## src/rtl/fetch_ctrl_if.sv

```systemverilog
// Datapath-facing bus of the fetch/control stage: next-PC operands in,
// architectural PC, link value, ROM address and the retire strobe out.
interface fetch_ctrl_if #(
    parameter int XLEN   = 32,
    parameter int ADDR_W = 6
);
    // Handshake: there is no valid/ready pair. commit is a one-cycle strobe
    // that qualifies npc_sel/br_taken/imm/rs1_val in the same cycle; those
    // operands must be stable then, and any state write in the core is
    // allowed only while commit is high.
    logic [1:0]        npc_sel;
    logic              br_taken;
    logic [XLEN-1:0]   imm;
    logic [XLEN-1:0]   rs1_val;
    logic [XLEN-1:0]   pc;
    logic [XLEN-1:0]   pc_plus4;
    logic [ADDR_W-1:0] rom_addr;
    logic              commit;

    modport master (
        input  npc_sel,
        input  br_taken,
        input  imm,
        input  rs1_val,
        output pc,
        output pc_plus4,
        output rom_addr,
        output commit
    );

    modport slave (
        output npc_sel,
        output br_taken,
        output imm,
        output rs1_val,
        input  pc,
        input  pc_plus4,
        input  rom_addr,
        input  commit
    );
endinterface

```

## src/rtl/fetch_ctrl.sv

```systemverilog
// Instruction-fetch and execution control: owns the PC, computes next-PC and
// gates retirement for free-run, single-step, breakpoint and halt operation.
module fetch_ctrl #(
    parameter int XLEN    = 32,
    parameter int ADDR_W  = 6,
    parameter int DEB_MAX = 1000000
) (
    input  logic              clk,
    input  logic              rstn,
    input  logic              cpu_en,
    input  logic              run_mode,
    input  logic              step_btn,
    input  logic              bp_en,
    input  logic [ADDR_W-1:0] bp_addr,
    input  logic [ADDR_W-1:0] end_addr,
    fetch_ctrl_if.master      bus,
    output logic [1:0]        state,
    output logic              halted
);

    localparam int CNT_W = 24;
    localparam logic [CNT_W-1:0] DEB_LAST = CNT_W'(DEB_MAX - 1);

    localparam logic [1:0] S_WAIT = 2'b00;
    localparam logic [1:0] S_RUN  = 2'b01;
    localparam logic [1:0] S_EXEC = 2'b10;
    localparam logic [1:0] S_HALT = 2'b11;

    logic              r_sync0;
    logic              r_sync1;
    logic              r_deb;
    logic              r_deb_d;
    logic [CNT_W-1:0]  r_cnt;
    logic [1:0]        r_state;
    logic [XLEN-1:0]   r_pc;

    logic              w_step_pulse;
    logic [XLEN-1:0]   w_npc_raw;
    logic [XLEN-1:0]   w_npc;
    logic [ADDR_W-1:0] w_rom_addr;
    logic              w_at_end;
    logic              w_bp_hit;
    logic              w_commit;
    logic [1:0]        w_state_nxt;

    // The counter restarts whenever the synchronised level agrees with the
    // accepted level, so only an unbroken run of DEB_MAX samples flips it.
    always_ff @(posedge clk) begin
        if (!rstn) begin
            r_sync0 <= 1'b0;
            r_sync1 <= 1'b0;
            r_deb   <= 1'b0;
            r_deb_d <= 1'b0;
            r_cnt   <= '0;
        end else begin
            r_sync0 <= step_btn;
            r_sync1 <= r_sync0;
            r_deb_d <= r_deb;
            if (r_sync1 == r_deb) begin
                r_cnt <= '0;
            end else if (r_cnt == DEB_LAST) begin
                r_deb <= r_sync1;
                r_cnt <= '0;
            end else begin
                r_cnt <= r_cnt + 1'b1;
            end
        end
    end

    assign w_step_pulse = r_deb & ~r_deb_d;

    always_comb begin
        w_npc_raw = r_pc + XLEN'(4);
        case (bus.npc_sel)
            2'b00: w_npc_raw = r_pc + XLEN'(4);
            2'b01: w_npc_raw = bus.br_taken ? (r_pc + bus.imm) : (r_pc + XLEN'(4));
            2'b10: w_npc_raw = r_pc + bus.imm;
            2'b11: w_npc_raw = bus.rs1_val + bus.imm;
        endcase
        w_npc = {w_npc_raw[XLEN-1:2], 2'b00};
    end

    assign w_rom_addr = r_pc[ADDR_W+1:2];
    assign w_at_end   = (w_rom_addr == end_addr);
    assign w_bp_hit   = bp_en & (w_rom_addr == bp_addr);

    // Reset in the same cycle as cpu_en must suppress the retire strobe.
    assign w_commit = rstn & cpu_en &
                      (((r_state == S_RUN) & ~w_bp_hit) | (r_state == S_EXEC));

    always_comb begin
        w_state_nxt = r_state;
        case (r_state)
            S_WAIT: begin
                if (run_mode) begin
                    w_state_nxt = S_RUN;
                end else if (w_step_pulse) begin
                    w_state_nxt = S_EXEC;
                end
            end
            S_RUN: begin
                if (cpu_en & w_bp_hit) begin
                    w_state_nxt = S_WAIT;
                end else if (cpu_en & w_at_end) begin
                    w_state_nxt = S_HALT;
                end else if (!run_mode) begin
                    w_state_nxt = S_WAIT;
                end
            end
            S_EXEC: begin
                if (cpu_en) begin
                    w_state_nxt = w_at_end ? S_HALT : S_WAIT;
                end
            end
            S_HALT: begin
                w_state_nxt = S_HALT;
            end
        endcase
    end

    always_ff @(posedge clk) begin
        if (!rstn) begin
            r_state <= S_WAIT;
        end else begin
            r_state <= w_state_nxt;
        end
    end

    // The last instruction still retires, but the PC stays on it.
    always_ff @(posedge clk) begin
        if (!rstn) begin
            r_pc <= '0;
        end else if (w_commit && !w_at_end) begin
            r_pc <= w_npc;
        end
    end

    assign bus.pc       = r_pc;
    assign bus.pc_plus4 = r_pc + XLEN'(4);
    assign bus.rom_addr = w_rom_addr;
    assign bus.commit   = w_commit;
    assign state        = r_state;
    assign halted       = (r_state == S_HALT);

endmodule

```

## src/flat_wrapper.sv

```systemverilog
// flat-port wrapper written by rule: the top's interface ports become plain ports
module fetch_ctrl_flat 
#(
    parameter int XLEN    = 32,
    parameter int ADDR_W  = 6,
    parameter int DEB_MAX = 1000000
)
  (clk, rstn, cpu_en, run_mode, step_btn, bp_en, bp_addr, end_addr, state, halted, bus_npc_sel, bus_br_taken, bus_imm, bus_rs1_val, bus_pc, bus_pc_plus4, bus_rom_addr, bus_commit);
  fetch_ctrl_if #(.XLEN(XLEN), .ADDR_W(ADDR_W)) bus_i ();
  input  logic clk;
  input  logic rstn;
  input  logic cpu_en;
  input  logic run_mode;
  input  logic step_btn;
  input  logic bp_en;
  input  logic [ADDR_W-1:0] bp_addr;
  input  logic [ADDR_W-1:0] end_addr;
  output logic [1:0] state;
  output logic halted;
  input wire logic [$bits(bus_i.npc_sel)-1:0] bus_npc_sel;
  input wire logic [$bits(bus_i.br_taken)-1:0] bus_br_taken;
  input wire logic [$bits(bus_i.imm)-1:0] bus_imm;
  input wire logic [$bits(bus_i.rs1_val)-1:0] bus_rs1_val;
  output wire logic [$bits(bus_i.pc)-1:0] bus_pc;
  output wire logic [$bits(bus_i.pc_plus4)-1:0] bus_pc_plus4;
  output wire logic [$bits(bus_i.rom_addr)-1:0] bus_rom_addr;
  output wire logic [$bits(bus_i.commit)-1:0] bus_commit;
  assign bus_i.npc_sel = bus_npc_sel;
  assign bus_i.br_taken = bus_br_taken;
  assign bus_i.imm = bus_imm;
  assign bus_i.rs1_val = bus_rs1_val;
  assign bus_pc = bus_i.pc;
  assign bus_pc_plus4 = bus_i.pc_plus4;
  assign bus_rom_addr = bus_i.rom_addr;
  assign bus_commit = bus_i.commit;
  fetch_ctrl #(.XLEN(XLEN), .ADDR_W(ADDR_W), .DEB_MAX(DEB_MAX)) u_core (.clk(clk), .rstn(rstn), .cpu_en(cpu_en), .run_mode(run_mode), .step_btn(step_btn), .bp_en(bp_en), .bp_addr(bp_addr), .end_addr(end_addr), .bus(bus_i), .state(state), .halted(halted));
endmodule
```

## config.mk

```make
export PLATFORM = sky130hd
export DESIGN_NAME = fetch_ctrl_flat
export DESIGN_NICKNAME = d
export VERILOG_FILES = /design/src/rtl/fetch_ctrl_if.sv /design/src/rtl/fetch_ctrl.sv /design/src/flat_wrapper.sv
export SDC_FILE = /design/constraint.sdc
export NUM_CORES = 1
export LEC_CHECK = 0
export CAP_MARGIN = 20
export CORE_MARGIN = 2
export CORE_UTILIZATION = 46
export CTS_CLUSTER_DIAMETER = 50
export CTS_CLUSTER_SIZE = 20
export DETAILED_ROUTE_END_ITERATION = 10
export GPL_ROUTABILITY_DRIVEN = 0
export GPL_TIMING_DRIVEN = 0
export MAX_ROUTING_LAYER = met4
export PLACE_DENSITY = 0.74
export SETUP_SLACK_MARGIN = 0.4
export SYNTH_ARGS = -nofsm -noshare
export SYNTH_HDL_FRONTEND = slang
export SYNTH_SLANG_ARGS = --single-unit
```

## constraint.sdc

```tcl
create_clock -name clk -period 4 [get_ports clk]
set_clock_uncertainty 0.05 [all_clocks]
set_input_delay 1 -clock clk [delete_from_list [all_inputs] [get_ports clk]]
set_output_delay 1 -clock clk [all_outputs]
set_load 0.005 [all_outputs]
```

Yosys cells after proc, flatten, opt, wreduce, memory -nomap -nowiden
Index checks and enable logic that the tools add are counted.
{"block": "word_totals", "reg_bits": 60, "in_bits": 85, "out_inout_bits": 74, "wordCells": 53}
{"block": "classes", "n_addsub": 4, "eq_ne": 13, "n_mux": 10, "n_bitwise": 12, "reduce_logical": 7}
{"op": "one-hot mux 32 bit (4 select lines)", "count": 1}
{"op": "adder 32 bit", "count": 2}
{"op": "adder 32 x 3 -> 32 bit (second input constant)", "count": 1}
{"op": "two-way mux 32 bit", "count": 1}
{"op": "adder 24 x 1 -> 24 bit (second input constant)", "count": 1}
{"op": "equality test 24 x 20 -> 1 bit (second input constant)", "count": 1}
{"op": "two-way mux 2 bit", "count": 7}
{"op": "equality test 6 bit", "count": 2}
{"op": "equality test 2 bit (second input constant)", "count": 4}
{"op": "one-hot mux 2 bit (4 select lines)", "count": 1}
{"op": "bitwise AND 1 bit", "count": 7}
{"op": "equality test 2 x 1 -> 1 bit (second input constant)", "count": 2}
{"op": "zero test 2 bit", "count": 2}
{"op": "inequality test 4 bit (second input constant)", "count": 1}
{"op": "inverter 1 bit", "count": 4}
{"op": "inequality test 3 x 2 -> 1 bit (second input constant)", "count": 1}
{"op": "AND reduction 3 bit", "count": 1}
{"op": "OR reduction 3 bit", "count": 1}
{"op": "inequality test 2 bit (second input constant)", "count": 1}
{"op": "AND reduction 2 bit", "count": 1}
{"op": "equality test 1 bit", "count": 1}
{"op": "logical AND 1 bit", "count": 1}
{"op": "zero test 1 bit", "count": 1}
{"op": "OR 1 bit", "count": 1}

Logic depth before layout (Yosys ltp)
Gate-level depths: netlist (run 1).
{"block": "depth", "depth_word": 7, "mapped_depth": 10, "ltp_nobuf": 10}

Least setup slack after synthesis (run 1)
OpenSTA, ideal clock, no wires.
{"block": "synth_path", "kind": "input -> register", "start": "input port bus_imm[2]", "end": "register u_core.r_pc[30], in the netlist u_core.bus.pc[30]", "setup_time_ns": 0.134, "t_arrival_ns": 3.020, "required_ns": 3.816, "slack_ns": 0.796, "path_stages": 10, "n_path_buf": 0, "cell_sequence": "ha_1 fa_1 a211oi_1 o21ai_2 a21oi_4 a31oi_2 a41oi_2 mux2i_1 a41o_1 a31oi_1"}
{"block": "synth_via", "elab_chain_len": 3, "elab_cells_between_ends": 4, "cone_classes": "add/sub (2); mux (2)"}
{"item": "from (decl)", "line_no": "flat_wrapper.sv:22", "source": "input wire logic [$bits(bus_i.imm)-1:0] bus_imm;"}
{"item": "adder 32 bit", "line_no": "fetch_ctrl.sv:76, fetch_ctrl.sv:77"}
{"item": "two-way mux 32 bit", "line_no": "fetch_ctrl.sv:76", "source": "2'b01: w_npc_raw = bus.br_taken ? (r_pc + bus.imm) : (r_pc + XLEN'(4));"}
{"item": "one-hot mux 32 bit (4 select lines) (*)", "line_no": "fetch_ctrl.sv:74", "source": "case (bus.npc_sel)"}
{"item": "to (signal assigned)", "line_no": "fetch_ctrl.sv:134", "source": "r_pc <= w_npc;"}
{"item": "to (decl)", "line_no": "fetch_ctrl.sv:35", "source": "logic [XLEN-1:0] r_pc;"}
Mark *: on every way between the ends. The rest lies on a longest branch, timed or not.
A chain may end at the register's enable or synchronous reset.

Worst setup path after layout (run 1)
{"block": "layout_path", "start": "register u_core.r_pc[2], in the netlist u_core.bus.pc[2]", "end": "output port bus_pc_plus4[16]"}
{"block": "layout_via", "elab_chain_len": 1}
{"item": "adder 32 x 3 -> 32 bit"}
{"item": "to (decl)", "line_no": "flat_wrapper.sv:25", "source": "output wire logic [$bits(bus_i.pc_plus4)-1:0] bus_pc_plus4;"}
Every way passes these cells.

==> impl_results.md, run 1 <==
- Result of the run: complete, no violations
- Final core utilization: 64.7%
- Final routed DRC violation total: 0
- Cell types with the highest counts after synthesis: a21oi_1 (92), nand2_1 (88), nor2_1 (69)
- Crit path max fanout: 4
- Final layout net count: ~1300
- Number of antenna violations at the first check in global routing: 0
- Largest net degree at the start of global routing: 12
- Instance count of the mapped netlist: 943
- Post-route worst setup slack: around 350 ps
- Average detailed-routed wire length per instance: between 15 and 20 um
- DIE AREA: between 15000 and 20000 sq um
- Relative slew slack: 52.4%
- Global-route wire length before repair: just under 40000 um
- Yosys warnings: 0
- Chip width: roughly 130 um
- Proportion of netlist area held by the largest area contributor: between 10% and 20%
- Total count of max-transition violations in the final report: 0
- Dominant cells by area after synthesis: dfxtp_1 (17%), ha_1 (11%), a21oi_1 (6.5%), xnor2_1 (6.1%), xor2_1 (5.9%)
- Library cells used by synthesis: between 80 and 90
- Leading register cell type out of synthesis: dfxtp_1
- Num rows: 45
- Worst Setup Start Kind: flip-flop
- Seq/Total Area, Yosys: roughly 17%
- Class of the most critical hold timing path: flip-flop to flip-flop
- CTS H-tree lvls: 3
- Tot GR Track Use: roughly 31%
- Cell with the most instances after synthesis: a21oi_1
- Time the worst path needs with I/O delays and setup: about 3600 ps
- Total iterations of the first detailed-routing run: 7
- Summed instance area of the synthesized netlist: about 7000 sq um
- Ant. Diodes: 0
- Achievable clock frequency: 274 MHz
- IO Pins: ~160
- Hold buffers post-CTS: 0
- Starting density of the core: ~47%
- Final setup violation count: 0
- Leading area contributor after synthesis: dfxtp_1
- Worst-path clk slew: around 60 ps
- Depth of the worst register-to-register path: 10
- Starting DRT DRC Count: between 800 and 900
- Setup repair after global routing missed its margin: yes
- Clock network latency to the later pin of the worst-skew pair: between 300 and 400 ps
- Via-to-Cell Ratio: 6.12
- Setup WS pre-CTS: -130 ps
- Routed Antenna Nets: 0
- Number of buffers created by CTS: 9
- Total detailed-routing wirelength: ~25000 um
- Worst path arrival time: around 2600 ps
- I/O Buffers: 154
- Clock tree from TritonCTS: built
- Leakage component of the power: roughly 4 nW
- FFs w/ async S/R, synth: 0%
- Part of the cycle the worst path needs: 91.2%
- HPWL after detailed placement: ~19000 um
- Post-synth EDFFs: 0
- Clock Sinks: 60
- Setup Crit Path Kind: flip-flop to output port
- Kind of end point of the critical path: output port
- Hold Fails Final Rpt: 0
- Mean area per synthesized cell: about 7.5 sq um
- Core area: around 15000 sq um
- Total of flip-flops plus latches after synthesis: 60
- Vias after detailed routing: 8136
- Fin area: 9760 sq um
- Number of inserted filler cells in the final layout: around 1300
- Instance count along the most critical hold path: 1
- Maximum count of clock buffers along a single path: 2
- Number of global-route vias before repair: 7511
- Cell Pwr Density: 370 nW/um^2
- Residual overflow from global routing: 0
- Area growth from synthesis to layout: 38.9%
- Worst vdd rail ir drop: about 190 uV
- Transition at the pin with the smallest max-transition slack: 714 ps
- Ratio of cells with drive above 1 in the final layout: between 10 and 15%
- Max capacitance violation total: 0
- Required time reported for the critical path endpoint: 2950 ps
- Chip height: 128 um
- Instance area at placement: around 9000 sq um
- Root buffer cell: clkbuf_16
==> worst max-delay path: stages, from the launching register on <==
cell	delay, ps
dfxtp_4	390
ha_4	160
nand4_1	180
or3_4	480
nor2_1	170
xor2_1	320
clkdlybuf4s50_1	570
==> cell families (layout without fill, tap and decap cells) <==
group	count (synthesis)	in the layout	synth area share, %
simple gates	351	351	25.0
other cells	1	4	0.0533
buf+inv	70	266	4.50
flops	60	60	17.1
compound gates	292	292	28.4
xor+xnor	99	99	12.7
fa+ha+maj	62	62	11.1
mux	8	8	1.14
==> final timing paths <==
kind                                   startpoint                end  slack (ps)
worst max-delay path             u_core.bus.pc[2]   bus_pc_plus4[16]         350
worst min-delay path               u_core.r_sync0     u_core.r_sync1         390
worst max register to register  u_core.bus.pc[22]  u_core.bus.pc[29]        1190
worst min register to register     u_core.r_sync0     u_core.r_sync1         390
==> per-stage QoR <==
step	cells	TNS [ps]	hold slack [ps]	total power [mW]
after floorplan	946	0	362	1.81
after global placement	1288	-337	369	2.45
after detailed placement	1288	-314	380	2.46
after CTS	1321	0	394	3.52
after global routing	1330	0	413	3.80
final	1330	0	387	3.61
==> repair_timing <==
action,CTS,global route
setup endpoints to repair,30,29
gates resized for setup,63,48
pin swaps,21,18
buffers inserted,17,9
==> cell usage in the layout, fill, tap and decap left out, types with 5 or more instances in the layout <==
cell type,instances
clkdlybuf4s50_1,138
nand2_1,87
a21oi_1,86
nor2_1,68
ha_1,59
nand3_1,56
xor2_1,45
dfxtp_1,42
xnor2_1,39
o21ai_0,35
buf_4,35
clkbuf_1,32
a21o_1,28
nand4_1,25
nor3_1,23
and3_1,18
a221oi_1,18
dfxtp_2,16
xnor2_2,13
inv_1,13
a31oi_1,11
and2_1,10
nand2b_1,10
a211oi_1,10
clkbuf_16,9
or3_1,8
mux2i_1,8
o211ai_1,8
o21ai_1,8
dlymetal6s2s_1,8
and4_1,7
a21oi_2,7
nor2b_1,7
buf_2,7
o21a_1,6
dlygate4sd2_1,6
buf_6,5
clkbuf_2,5
o21bai_1,5
==> state kept, by name, indices dropped and copies added, names as in the netlist <==
signal          flops
u_core.r_deb        1
u_core.bus.pc      30
u_core.r_cnt       24
u_core.r_sync0      1
u_core.r_sync1      1
u_core.r_deb_d      1
u_core.state        2
==> layout make-up <==
cell class                      count  area, sq um  share of cell area (%)
Inverter                           13         48.8                   0.500
Clock buffer                       10          239                    2.45
Buffer                             57          304                    3.11
Sequential cell                    60         1230                    12.6
Timing Repair Buffer              180         1740                    17.9
Tap cell                          188          235                    2.41
Multi-Input combinational cell    816         5830                    59.7
Clock inverter                      6          134                    1.37
==> layer usage <==
metal	wire length [um]	part of all wire [%]	global-route usage, %	up-vias
met5	0	0	-	-
met4	831	3.3	9.76	0
li1	-	-	-	3916
met1	10400	41	40.1	3736
met2	11400	46	48.9	419
met3	2440	9.7	4.98	65
==> where the power goes <==
| group | leakage (nW) | switching (mW) | internal, mW |
|---|---|---|---|
| Sequential | 0.496 | 0.152 | 0.672 |
| Combinational | 3.43 | 0.935 | 0.859 |
| Clock | 0.183 | 0.299 | 0.690 |
Note: power is estimated with default switching activity, not from simulation.
==> run 2, diff against run 1 <==
--- a/config.mk
+++ b/config.mk
@@ -6,15 +6,17 @@
 export NUM_CORES = 1
 export LEC_CHECK = 0
 export CAP_MARGIN = 20
+export CELL_PAD_IN_SITES_DETAIL_PLACEMENT = 0
+export CELL_PAD_IN_SITES_GLOBAL_PLACEMENT = 1
 export CORE_MARGIN = 2
-export CORE_UTILIZATION = 46
+export CORE_UTILIZATION = 38
 export CTS_CLUSTER_DIAMETER = 50
 export CTS_CLUSTER_SIZE = 20
 export DETAILED_ROUTE_END_ITERATION = 10
 export GPL_ROUTABILITY_DRIVEN = 0
 export GPL_TIMING_DRIVEN = 0
 export MAX_ROUTING_LAYER = met4
-export PLACE_DENSITY = 0.74
+export PLACE_DENSITY = 0.83
 export SETUP_SLACK_MARGIN = 0.4
 export SYNTH_ARGS = -nofsm -noshare
 export SYNTH_HDL_FRONTEND = slang
==> constraint.sdc (replaced) <==
create_clock -name clk -period 3.9 [get_ports clk]
set_clock_uncertainty 0.05 [all_clocks]
set_input_delay 0.975 -clock clk [delete_from_list [all_inputs] [get_ports clk]]
set_output_delay 0.975 -clock clk [all_outputs]
set_load 0.005 [all_outputs]
==> run 2 against run 1 <==
Net effect:
- the flow now finishes with violations (design-rule violations)
- first-iteration DRC count fell by 30%
- non-clock buffer count rose by 27
- routed wire length up 6.9%
- highest routed layer unchanged
==> impl_results.md, run 2 (synthesized netlist as in run 1, its figures left out) <==
- Result of the run: complete, but fails checks
- Violations in the final reports: design-rule violations
- Worst-path clk slew: approximately 60 ps
- Transition at the pin with the smallest max-transition slack: 787 ps
- Ratio of cells with drive above 1 in the final layout: 17.5%
- Family with the most delay on the worst path: simple AND/OR/NAND/NOR gates
- Final routed DRC violation total: 5
- Most frequent cells in the layout: clkdlybuf4s50_1 (135), a21oi_1 (87), nand2_1 (85)
- Leading cell type in the layout, fill and taps excluded: clkdlybuf4s50_1
- WP buf/inv: 1
- Chip height: approximately 140 um
- Setup Crit Path Kind: flip-flop to output port
- Class of the most critical hold timing path: flip-flop to flip-flop
- Relative slew slack: between 40% and 50%
- Setup repair after global routing missed its margin: yes
- HPWL after detailed placement: between 20000 and 25000 um
- Average detailed-routed wire length per instance: 19.2 um
- Leakage component of the power: 4.26 nW
- Routed Antenna Nets: 0
- Total detailed-routing wirelength: ~27000 um
- Achievable clock frequency: ~290 MHz
- Largest net degree at the start of global routing: 14
- Maximum cell stage delay along the critical path: roughly 550 ps
- Part of the cycle the worst path needs: 89.7%
- Worst vdd rail ir drop: roughly 220 uV
- Total iterations of the first detailed-routing run: 9
- Area growth from synthesis to layout: 43.2%
- Starting density of the core: roughly two fifths
- Hold Fails Final Rpt: 0
- Worst Setup Start Kind: flip-flop
- I/O Buffers: 154
- Max capacitance violation total: 0
- Maximum count of clock buffers along a single path: 2
- Final setup violation count: 0
- DIE AREA: a little under 20000 sq um
- Number of antenna violations at the first check in global routing: 0
- Starting DRT DRC Count: 572
- Cell Pwr Density: 359 nW/um^2
- IO Pins: 159
- Instance area at placement: between 8000 and 9000 sq um
- Via-to-Cell Ratio: approximately 6
- Clock tree from TritonCTS: built
- Clock network latency to the later pin of the worst-skew pair: approximately 350 ps
- Post-Route Setup TNS: 0 ps
- Residual overflow from global routing: 0
- Core area: 18100 sq um
- CTS H-tree lvls: 3
- Clock Sinks: 60
- Worst path arrival time: roughly 2500 ps
- Vias after detailed routing: around 8300
- Chip width: between 100 and 150 um
- Global-route wire length before repair: ~40000 um
- Ant. Diodes: 0
- Number of buffers created by CTS: 9
- Time the worst path needs with I/O delays and setup: between 3000 and 4000 ps
- Total count of max-transition violations in the final report: 0
- Root buffer cell: clkbuf_16
- Fin area: ~10000 sq um
- Kind of end point of the critical path: output port
- Num rows: 49
- Slowest cell on the critical path: clkdlybuf4s50_1
- Crit path max fanout: 4
- Critical-path cell list: ha_4 > nand4_1 > or3_4 > nor2_1 > xor2_2 > clkdlybuf4s50_1
- Worst-case hold slack: 387 ps
- Number of global-route vias before repair: about 7600
- Flip-flop count of the largest register, all copies and words added: 30
- Required time reported for the critical path endpoint: ~2900 ps
- Tot GR Track Use: 26.9%
- Final layout net count: roughly 1300
[run 2: per-stage QoR]
stage	setup slack, ps	cells	utilization, %	power [mW]
after global routing	331	1398	55.7	3.81
final	400	1398	55.7	3.61
after CTS	297	1376	53.5	3.49
after detailed placement	-280	1329	49.0	2.55
after global placement	-297	1329	49.0	2.54
after floorplan	721	946	-	1.85
[run 2: path summary, 6_finish.rpt]
check / cells after the start / from / slack (ps) / to
hold reg to reg: 1 / u_core.r_sync0 / 390 / u_core.r_sync1
hold / removal: 1 / u_core.r_sync0 / 390 / u_core.r_sync1
setup reg to reg: 16 / u_core.bus.pc[2] / 910 / u_core.bus.pc[3]
setup / recovery: 6 / u_core.bus.pc[2] / 400 / bus_pc_plus4[14]
[run 2: where the power goes]
group	internal (mW)	leakage, nW	switching, mW
registers	0.691	0.499	0.152
logic	0.927	3.61	0.985
clock network	0.505	0.147	0.352
[run 2: metal layers]
| metal | up-vias | track usage, % | routed length (um) |
|---|---|---|---|
| met5 | - | - | 0 |
| met3 | 48 | 3.83 | 2000 |
| li1 | 3974 | - | - |
| met1 | 3881 | 36.5 | 12000 |
| met2 | 373 | 42.5 | 12300 |
| met4 | 0 | 6.65 | 523 |
[run 2: repair_timing]
item | CTS | global route
setup endpoints to repair | 37 | 42
gates resized for setup | 90 | 77
hold buffers | 0 | 0
pin swaps | 23 | 26
buffers inserted | 31 | 22
[run 2: cell type report]
cell class | instances | area [sq um]
Fill cell | 1733 | 8020
Clock buffer | 9 | 225
Clock inverter | 7 | 81.3
Timing Repair Buffer | 207 | 1950
Multi-Input combinational cell | 816 | 5900
Tap cell | 229 | 287
Sequential cell | 60 | 1250
Buffer | 57 | 330
Inverter | 13 | 48.8
==> run 3, diff against run 2 <==
--- a/config.mk
+++ b/config.mk
@@ -8,7 +8,7 @@
 export CAP_MARGIN = 20
 export CELL_PAD_IN_SITES_DETAIL_PLACEMENT = 0
 export CELL_PAD_IN_SITES_GLOBAL_PLACEMENT = 1
-export CORE_MARGIN = 2
+export CORE_MARGIN = 4
 export CORE_UTILIZATION = 38
 export CTS_CLUSTER_DIAMETER = 50
 export CTS_CLUSTER_SIZE = 20
==> run 3 against run 2 <==
Net effect:
- the flow now finishes without violations
- total power is essentially flat
- final area shrank 0.98%
- sequential cell count is the same
- register-to-register slack gained 130 ps
- global-route usage down 1.3 points
- clock power grew 1%
- largest power group unchanged
- highest routed layer unchanged
==> impl_results.md, run 3 (synthesized netlist as in run 1, its figures left out) <==
- Result of the run: complete, no violations
- Residual overflow from global routing: 0
- Clock tree from TritonCTS: built
- Crit path max fanout: 6
- Final layout net count: approximately 1300
- Internal Dissipation: roughly 2.2 mW
- Relative contribution of the clock network to total power: about 24%
- Final setup violation count: 0
- Sw Ratio: between 40% and 50%
- Ratio of cells with drive above 1 in the final layout: between 10% and 20%
- IO Pins: between 150 and 200
- Leading cell type in the layout, fill and taps excluded: clkdlybuf4s50_1
- Worst-case hold slack: between 400 and 500 ps
- Maximum cell stage delay along the critical path: between 400 and 500 ps
- Number of buffers created by CTS: 9
- Number of antenna violations at the first check in global routing: 0
- Number of global-route vias before repair: between 7000 and 8000
- Worst vdd rail ir drop: 217 uV
- Post-route worst setup slack: 381 ps
- Worst-path clk slew: around 60 ps
- Family with the most delay on the worst path: compound AO/OA/AOI/OAI gates
- Area growth from synthesis to layout: 41.8%
- Total detailed-routing wirelength: between 20000 and 30000 um
- Total iterations of the first detailed-routing run: 7
- DIE AREA: between 20000 and 25000 sq um
- Routed Antenna Nets: 0
- Tot GR Track Use: between 20 and 30%
- Ant. Diodes: 0
- I/O Buffers: roughly 150
- Slowest cell on the critical path: clkdlybuf4s50_1
- Kind of end point of the critical path: flip-flop
- Achievable clock frequency: roughly 280 MHz
- Part of the cycle the worst path needs: roughly nine tenths
- Transition at the pin with the smallest max-transition slack: about 850 ps
- Register share of total power: between 20% and 30%
- Number of inserted filler cells in the final layout: around 1700
- Cell Pwr Density: roughly 360 nW/um^2
- Maximum count of clock buffers along a single path: 2
- Core area: 18100 sq um
- Chip height: around 140 um
- Hold buffers post-CTS: 0
- Total count of max-transition violations in the final report: 0
- Max capacitance violation total: 0
- Setup repair after global routing missed its margin: yes
- Starting density of the core: around two fifths
- Largest net degree at the start of global routing: 11
- WP buf/inv: 2
- Relative slew slack: 43.3%
- HPWL after detailed placement: 20600 um
- Leakage component of the power: around 4.2 nW
- Final routed DRC violation total: 0
- Switch Pwr: ~1.5 mW
- Vias after detailed routing: ~8100
- Starting DRT DRC Count: approximately 590
- Worst path arrival time: 3680 ps
- Clock network latency to the later pin of the worst-skew pair: between 300 and 400 ps
- Flip-flop count of the largest register, all copies and words added: 30
- Critical-path cell list: clkdlybuf4s50_1 > ha_2 > nand3_1 > a221o_2 > a21oi_2 > o31ai_2 > o221ai_2 > buf_4 > a31oi_1 > o21ai_1 > a41oi_1
- Total power of the final layout: 3.61 mW
- Time the worst path needs with I/O delays and setup: 3520 ps
- Num rows: 49
- Clock Sinks: 60
- Comb pwr share: 52.5%
- Post-Route Setup TNS: 0 ps
- Global-route wire length before repair: 40200 um
- Average detailed-routed wire length per instance: approximately 19 um
- Chip width: ~140 um
- Hold Fails Final Rpt: 0
- Root buffer cell: clkbuf_16
- Setup Crit Path Kind: input pin to flip-flop
- Setup WS pre-CTS: -315 ps
- Worst Setup Start Kind: input pin
- Class of the most critical hold timing path: flip-flop to flip-flop
- Via-to-Cell Ratio: 5.83
- CTS H-tree lvls: 3
- Most frequent cells in the layout: clkdlybuf4s50_1 (134), nand2_1 (85), a21oi_1 (84)
- Required time reported for the critical path endpoint: slightly above 4000 ps
-- run 3: cell types whose count changed in the layout (fill, tap and decap cells not counted), moves of 4 or more --
cell | before | now
buf_4 | 62 | 51
clkbuf_2 | 4 | 9
dfxtp_4 | 9 | 5
inv_6 | 4 | 0
-- run 3: repair_timing --
action / 4_1_cts / 5_1_grt
gates resized for setup: 95 / 62
cloned: 0 / 0
endpoints found under the setup margin: 36 / 27
pin swaps: 24 / 29
setup buffers: 26 / 17
-- run 3: power groups by stage --
| stage | combinational, mW | clock, mW | sequential, mW |
|---|---|---|---|
| floorplan | 1.06 | 0 | 0.799 |
| global placement | 1.71 | 0 | 0.835 |
| detailed placement | 1.72 | 0 | 0.834 |
| CTS | 1.80 | 0.867 | 0.838 |
| global route | 2.05 | 0.902 | 0.860 |
| finish | 1.89 | 0.869 | 0.845 |
-- run 3: area by class of cell --
type | count | area, sq um | share of cell area (%)
multi-input combinational | 816 | 5900 | 59.2
timing repair buffer | 197 | 1860 | 18.7
sequential | 60 | 1240 | 12.4
buffer | 57 | 325 | 3.26
tap | 229 | 287 | 2.87
clock buffer | 10 | 229 | 2.30
clock inverter | 5 | 77.6 | 0.778
inverter | 13 | 48.8 | 0.489
-- run 3: per-layer routing --
layer	global-route usage (%)	routed length, um	vias to the layer above
met1	34.8	12100	3819
met2	39.7	12100	291
li1	-	-	3937
met3	3.90	2000	38
met4	7.09	565	0
met5	-	0	-
-- run 3: final timing paths --
path / from / end / slack (ps) / cells after the start
hold / removal: u_core.r_sync0 / u_core.r_sync1 / 400 / 1
setup reg to reg: u_core.bus.pc[2] / u_core.bus.pc[30] / 1040 / 11
hold reg to reg: u_core.r_sync0 / u_core.r_sync1 / 400 / 1
setup / recovery: bus_imm[6] / u_core.bus.pc[25] / 380 / 11
-- run 3: per-stage QoR --
stage	cell area [sq um]	util [%]	cells
5_1_grt	9970	55.1	1387
3_5_place_dp	8870	49.0	1329
6_report	9970	55.1	1387
3_3_place_gp	8870	49.0	1329
4_1_cts	9660	53.4	1370
2_1_floorplan	7040	-	946
==> patch 1 (settings of run 2) <==
Add an input register stage for `cpu_en`, `run_mode`, `step_btn`, `bp_en`, `bp_addr` and `end_addr`, cleared by the reset; this delays them by one clock. The other inputs are not delayed to match. Comments in the files are not updated.
--- a/src/rtl/fetch_ctrl.sv
+++ b/src/rtl/fetch_ctrl.sv
@@ -27,4 +27,29 @@
     localparam logic [1:0] S_HALT = 2'b11;
 
+    logic cpu_en_q;
+    logic run_mode_q;
+    logic step_btn_q;
+    logic bp_en_q;
+    logic [ADDR_W-1:0] bp_addr_q;
+    logic [ADDR_W-1:0] end_addr_q;
+
+    always_ff @(posedge clk) begin
+        if (!rstn) begin
+            cpu_en_q   <= '0;
+            run_mode_q <= '0;
+            step_btn_q <= '0;
+            bp_en_q    <= '0;
+            bp_addr_q  <= '0;
+            end_addr_q <= '0;
+        end else begin
+            cpu_en_q   <= cpu_en;
+            run_mode_q <= run_mode;
+            step_btn_q <= step_btn;
+            bp_en_q    <= bp_en;
+            bp_addr_q  <= bp_addr;
+            end_addr_q <= end_addr;
+        end
+    end
+
     logic              r_sync0;
     logic              r_sync1;
@@ -54,5 +79,5 @@
             r_cnt   <= '0;
         end else begin
-            r_sync0 <= step_btn;
+            r_sync0 <= step_btn_q;
             r_sync1 <= r_sync0;
             r_deb_d <= r_deb;
@@ -82,9 +107,9 @@
 
     assign w_rom_addr = r_pc[ADDR_W+1:2];
-    assign w_at_end   = (w_rom_addr == end_addr);
-    assign w_bp_hit   = bp_en & (w_rom_addr == bp_addr);
+    assign w_at_end   = (w_rom_addr == end_addr_q);
+    assign w_bp_hit   = bp_en_q & (w_rom_addr == bp_addr_q);
 
     // Reset in the same cycle as cpu_en must suppress the retire strobe.
-    assign w_commit = rstn & cpu_en &
+    assign w_commit = rstn & cpu_en_q &
                       (((r_state == S_RUN) & ~w_bp_hit) | (r_state == S_EXEC));
 
@@ -93,5 +118,5 @@
         case (r_state)
             S_WAIT: begin
-                if (run_mode) begin
+                if (run_mode_q) begin
                     w_state_nxt = S_RUN;
                 end else if (w_step_pulse) begin
@@ -100,14 +125,14 @@
             end
             S_RUN: begin
-                if (cpu_en & w_bp_hit) begin
+                if (cpu_en_q & w_bp_hit) begin
                     w_state_nxt = S_WAIT;
-                end else if (cpu_en & w_at_end) begin
+                end else if (cpu_en_q & w_at_end) begin
                     w_state_nxt = S_HALT;
-                end else if (!run_mode) begin
+                end else if (!run_mode_q) begin
                     w_state_nxt = S_WAIT;
                 end
             end
             S_EXEC: begin
-                if (cpu_en) begin
+                if (cpu_en_q) begin
                     w_state_nxt = w_at_end ? S_HALT : S_WAIT;
                 end
Check against the original RTL: not equivalent (Yosys sat finds a counterexample within 4 cycles, from zero or initial values and one cycle with rstn low).
==> patch 1 against run 2 <==
  * Combinational power shrank 37%
  * Largest cell class unchanged
  * Cell count decreased by 3.8%
  * Sequential cell count is 16 higher
  * Synthesized area is 1.1% lower
  * Wire length fell by 3.9%
  * Final area shrank 0.82%
  * Utilization down 0.080 points
  * Global-route usage fell by 0.72 points
  * Via count decreased by 7.0%
  * Worst setup slack worse by 0.090 ns
  * Total power down 15%
  * Sequential power increased by 7.0%
  * Fmax decreased by 2.5%
==> patch 1: results <==
[worst_setup_path]
worst-path-max-fanout = 8
critPathMaxStageDelay_ns = 0.59
worstPathArrival_ns = 2.56
r2r_slack_ns = 0.65
r2r_end = u_core.bus.pc[7]
worstRegToRegCells = 9

[power_and_ir_drop]
switching_share_pct = 34.5
pwr-share-seq_pct = 29.5
p_leak_nw = 4.20
ir_worst_vdd_mv = 0.253
intPower_w = 0.00201

[placed_design]
hpwl_um = 19000
dp_slack_ns = -0.456

[grt]
track_usage_pct = 26.2
gr-usage-met3_pct = 3.03
grtUsageMet1_pct = 35.2
grt_pass1_vias = 7466
met2_usage_pct = 41.0

[logic_synthesis]
synthAdderAreaFrac_pct = 11.3
synth.area.top_cells = dfxtp_1 (22%), ha_1 (11%), xnor2_1 (7.3%), xor2_1 (5.9%), a21oi_1 (5.0%)
synthMuxAreaShare_pct = 0.882
post_synth.cell_area_avg_sq_um = 7.69
synth_xor_area_share_pct = 13.2
synth_compound_area_share_pct = 25.0
yosysSeqAreaShare_pct = 21.9

[status]
status = complete, no violations

[drt]
drt-pass1-iter-count = 5
viasPerCell = 5.72
vias = 7695
drtIter0Drc = 592

[final_layout]
drive_gt1_share_pct = 16.2

[sta]
max-slew-margin-rel_pct = 40.7
==> patch 1: changes by cell type after synthesis, moves of 7 or more <==
cell and change:
o21ai_0 +22, a21oi_1 -22, xnor2_1 +9, buf_2 -7
and2_1 +19, nor3_1 -10, and3_1 +9, o21ai_1 -10
nand4_1 -8, clkbuf_1 -7, nand2_1 -14, dfxtp_1 +16
==> patch 1: what timing repair did <==
action,in CTS,in global routing
buffers inserted,26,13
gates resized for setup,118,50
pin swaps,31,28
endpoints found under the hold margin,0,0
endpoints found under the setup margin,37,33
==> patch 1: logic make-up after synthesis <==
logic type | count (synthesis)
simple gates | 329
xor+xnor | 105
mux | 6
fa+ha+maj | 62
compound gates | 264
other cells | 1
buf+inv | 61
flops | 76
==> patch 1: through the flow <==
stage	cell area, sq um	hold WS (ns)	setup TNS (ns)	util, %
after floorplan	6960	0.362	0	-
after global placement	8780	0.365	-3.47	48.9
after detailed placement	8780	0.370	-3.38	48.9
after CTS	9700	0.392	0	54.0
after global routing	9990	0.418	0	55.6
final	9990	0.391	0	55.6
==> patch 1: how the worst max path moves through the flow <==
| stage | slack (ns) | from | depth (start not counted) | endpoint |
|---|---|---|---|---|
| finish | 0.31 | u_core.bus.pc[6] | 6 | bus_pc_plus4[11] |
| global route | 0.26 | u_core.bus.pc[2] | 5 | bus_pc_plus4[11] |
| CTS | 0.35 | u_core.bus.pc[5] | 7 | bus_pc_plus4[11] |
| detailed placement | -0.46 | bus_imm[2] | 12 | u_core.bus.pc[28] |
| global placement | -0.48 | bus_imm[2] | 12 | u_core.bus.pc[28] |
| floorplan | 0.41 | bus_imm[2] | 11 | u_core.bus.pc[20] |
==> patch 1: cell type report <==
cell class / count / area, sq um
sequential: 76 / 1550
clock buffer: 11 / 253
clock inverter: 5 / 82.6
tap: 229 / 287
multi-input combinational: 770 / 5690
fill: 1702 / 7980
inverter: 16 / 60.1
timing repair buffer: 193 / 1810
buffer: 45 / 265
==> patch 1: worst max-delay path: cells and delay by family, from the launching register on <==
| kind | cells | cell delay, ns |
|---|---|---|
| AND/OR/NAND/NOR | 4 | 0.78 |
| buffers and inverters | 1 | 0.59 |
| flip-flops | 1 | 0.50 |
| XOR/XNOR | 1 | 0.34 |
==> patch 1: per-layer routing <==
| metal | vias to the layer above | share of wire [%] |
|---|---|---|
| li1 | 3718 | - |
| met1 | 3601 | 45 |
| met2 | 320 | 46 |
| met3 | 56 | 6.6 |
| met4 | 0 | 3.0 |
| met5 | - | 0 |
==> patch 2 (flow settings as in run 2) <==
Made on the original files. `XLEN` is set to 32 in 3 places; all go to 48.
--- a/src/rtl/fetch_ctrl_if.sv
+++ b/src/rtl/fetch_ctrl_if.sv
@@ -2,5 +2,5 @@
 // architectural PC, link value, ROM address and the retire strobe out.
 interface fetch_ctrl_if #(
-    parameter int XLEN   = 32,
+    parameter int XLEN   = 48,
     parameter int ADDR_W = 6
 );
--- a/src/rtl/fetch_ctrl.sv
+++ b/src/rtl/fetch_ctrl.sv
@@ -2,5 +2,5 @@
 // gates retirement for free-run, single-step, breakpoint and halt operation.
 module fetch_ctrl #(
-    parameter int XLEN    = 32,
+    parameter int XLEN    = 48,
     parameter int ADDR_W  = 6,
     parameter int DEB_MAX = 1000000
--- a/src/flat_wrapper.sv
+++ b/src/flat_wrapper.sv
@@ -2,5 +2,5 @@
 module fetch_ctrl_flat 
 #(
-    parameter int XLEN    = 32,
+    parameter int XLEN    = 48,
     parameter int ADDR_W  = 6,
     parameter int DEB_MAX = 1000000
Ports: changed (resized bus_imm, bus_pc, bus_pc_plus4 and bus_rs1_val); port bits go from 159 to 223. The function was not compared with the original's and may differ.
==> patch 2 against run 2 <==
  * Via count rose by 38%
  * Combinational power rose by 36%
  * Total power rose by 23%
  * Final area rose by 48%
  * Synthesized area rose by 31%
  * Wire length rose by 51%
  * Sequential cell count rose by 16
  * Worst setup slack got worse by 0.21 ns
==> patch 2: results <==
[final_layout]
nFillCells = 2142
n_clock_buffer = 9
buf_share_pct = 23.8
drive_gt1_share_pct = 27.1
n_all_buffers = 414
largest_reg_flops = 46
inverters = 29
multi_input_area_share_pct = 60.1
clkCellAreaFrac_pct = 1.93
multi_input_gates = 1097
seq_share_pct = 10.7

[clock_network]
numClockSinks = 76
cts_resized = 383
clockBufferDepth = 2
cts_setup_buffers = 94

[placed_design]
place_inst = 1807
placed_area_sq_mm = 0.0119
portBuffers = 217
hpwl_um = 29200
dp_slack_ns = -1.24

[logic_synthesis]
post_synth.cell_area_avg_sq_um = 7.31
synth.area.top_cells = dfxtp_1 (16%), ha_1 (13%), xnor2_1 (8.8%), a21oi_1 (7.0%), xor2_1 (6.1%)
yosysSeqAreaShare_pct = 16.5
yosys-top-cells-count = a21oi_1 (130), nor2_1 (113), nand2_1 (100), ha_1 (93), xnor2_1 (93)
synth.distinct_cells = 73

[worst_setup_path]
worstPathArrival_ns = 3.89
crit_slowest_cell = o41a_1
critPathMaxStageDelay_ns = 0.38
worst-path-max-fanout = 3
critPathTopFamily = compound AO/OA/AOI/OAI gates

[drt]
vias = 11400
drtIter0Drc = 1000
postRouteWirelength_um = 40500
drc_errors = 0
drt-pass1-iter-count = 5
viasPerCell = 5.84

[power_and_ir_drop]
p_leak_nw = 6.30
powerDensity_mw_per_mm2 = 298
ir_worst_vdd_mv = 0.241

[status]
status = complete, no violations

[grt]
grt_pass1_wl_um = 60200
track_usage_pct = 30.6
grt_max_degree = 17

[sta]
worst_pin_slew_ns = 1.17

[floorplan]
nWellTaps = 324
patch 2: cell count changes after synthesis, moves of 16 or more:
| cell | delta |
|---|---|
| xnor2_1 | +44 |
| xor2_1 | +17 |
| a21o_1 | +20 |
| nor2_1 | +44 |
| a21oi_1 | +38 |
| inv_1 | +16 |
| ha_1 | +32 |
| dfxtp_1 | +16 |
| nand3_1 | +17 |
| o21ai_0 | +37 |
patch 2: cells by family after synthesis:
group,after synthesis,share of synthesized area [%]
buf+inv,92,4.15
simple gates,436,23.1
xor+xnor,157,14.9
other cells,1,0.0406
flops,76,16.5
mux,6,0.651
compound gates,400,27.9
fa+ha+maj,94,12.8
patch 2: per-layer routing:
| metal | global-route usage, % | part of all wire [%] | vias to the layer above | wire length [um] |
|---|---|---|---|---|
| met1 | 38.8 | 42 | 5405 | 17100 |
| li1 | - | - | 5378 | - |
| met5 | - | 0 | - | 0 |
| met4 | 10.4 | 4.0 | 0 | 1600 |
| met2 | 50.4 | 47 | 544 | 18900 |
| met3 | 3.97 | 7.1 | 105 | 2860 |
patch 2: final timing paths:
check | start | endpoint | slack (ns) | cells past startpoint
min reg2reg | u_core.r_sync0 | u_core.r_sync1 | 0.41 | 1
min | u_core.r_sync0 | u_core.r_sync1 | 0.41 | 1
max reg2reg | u_core.bus.pc[3] | u_core.bus.pc[42] | 0.35 | 15
max | bus_imm[7] | u_core.bus.pc[42] | 0.19 | 13
patch 2: power by group:
group / internal [W] / total [W] / leakage, nW / switching (W)
registers: 0.000856 / 0.00100 / 0.634 / 0.000146
clock network: 0.000447 / 0.000856 / 0.139 / 0.000409
logic: 0.00127 / 0.00259 / 5.53 / 0.00132
total: 0.00257 / 0.00445 / 6.30 / 0.00188
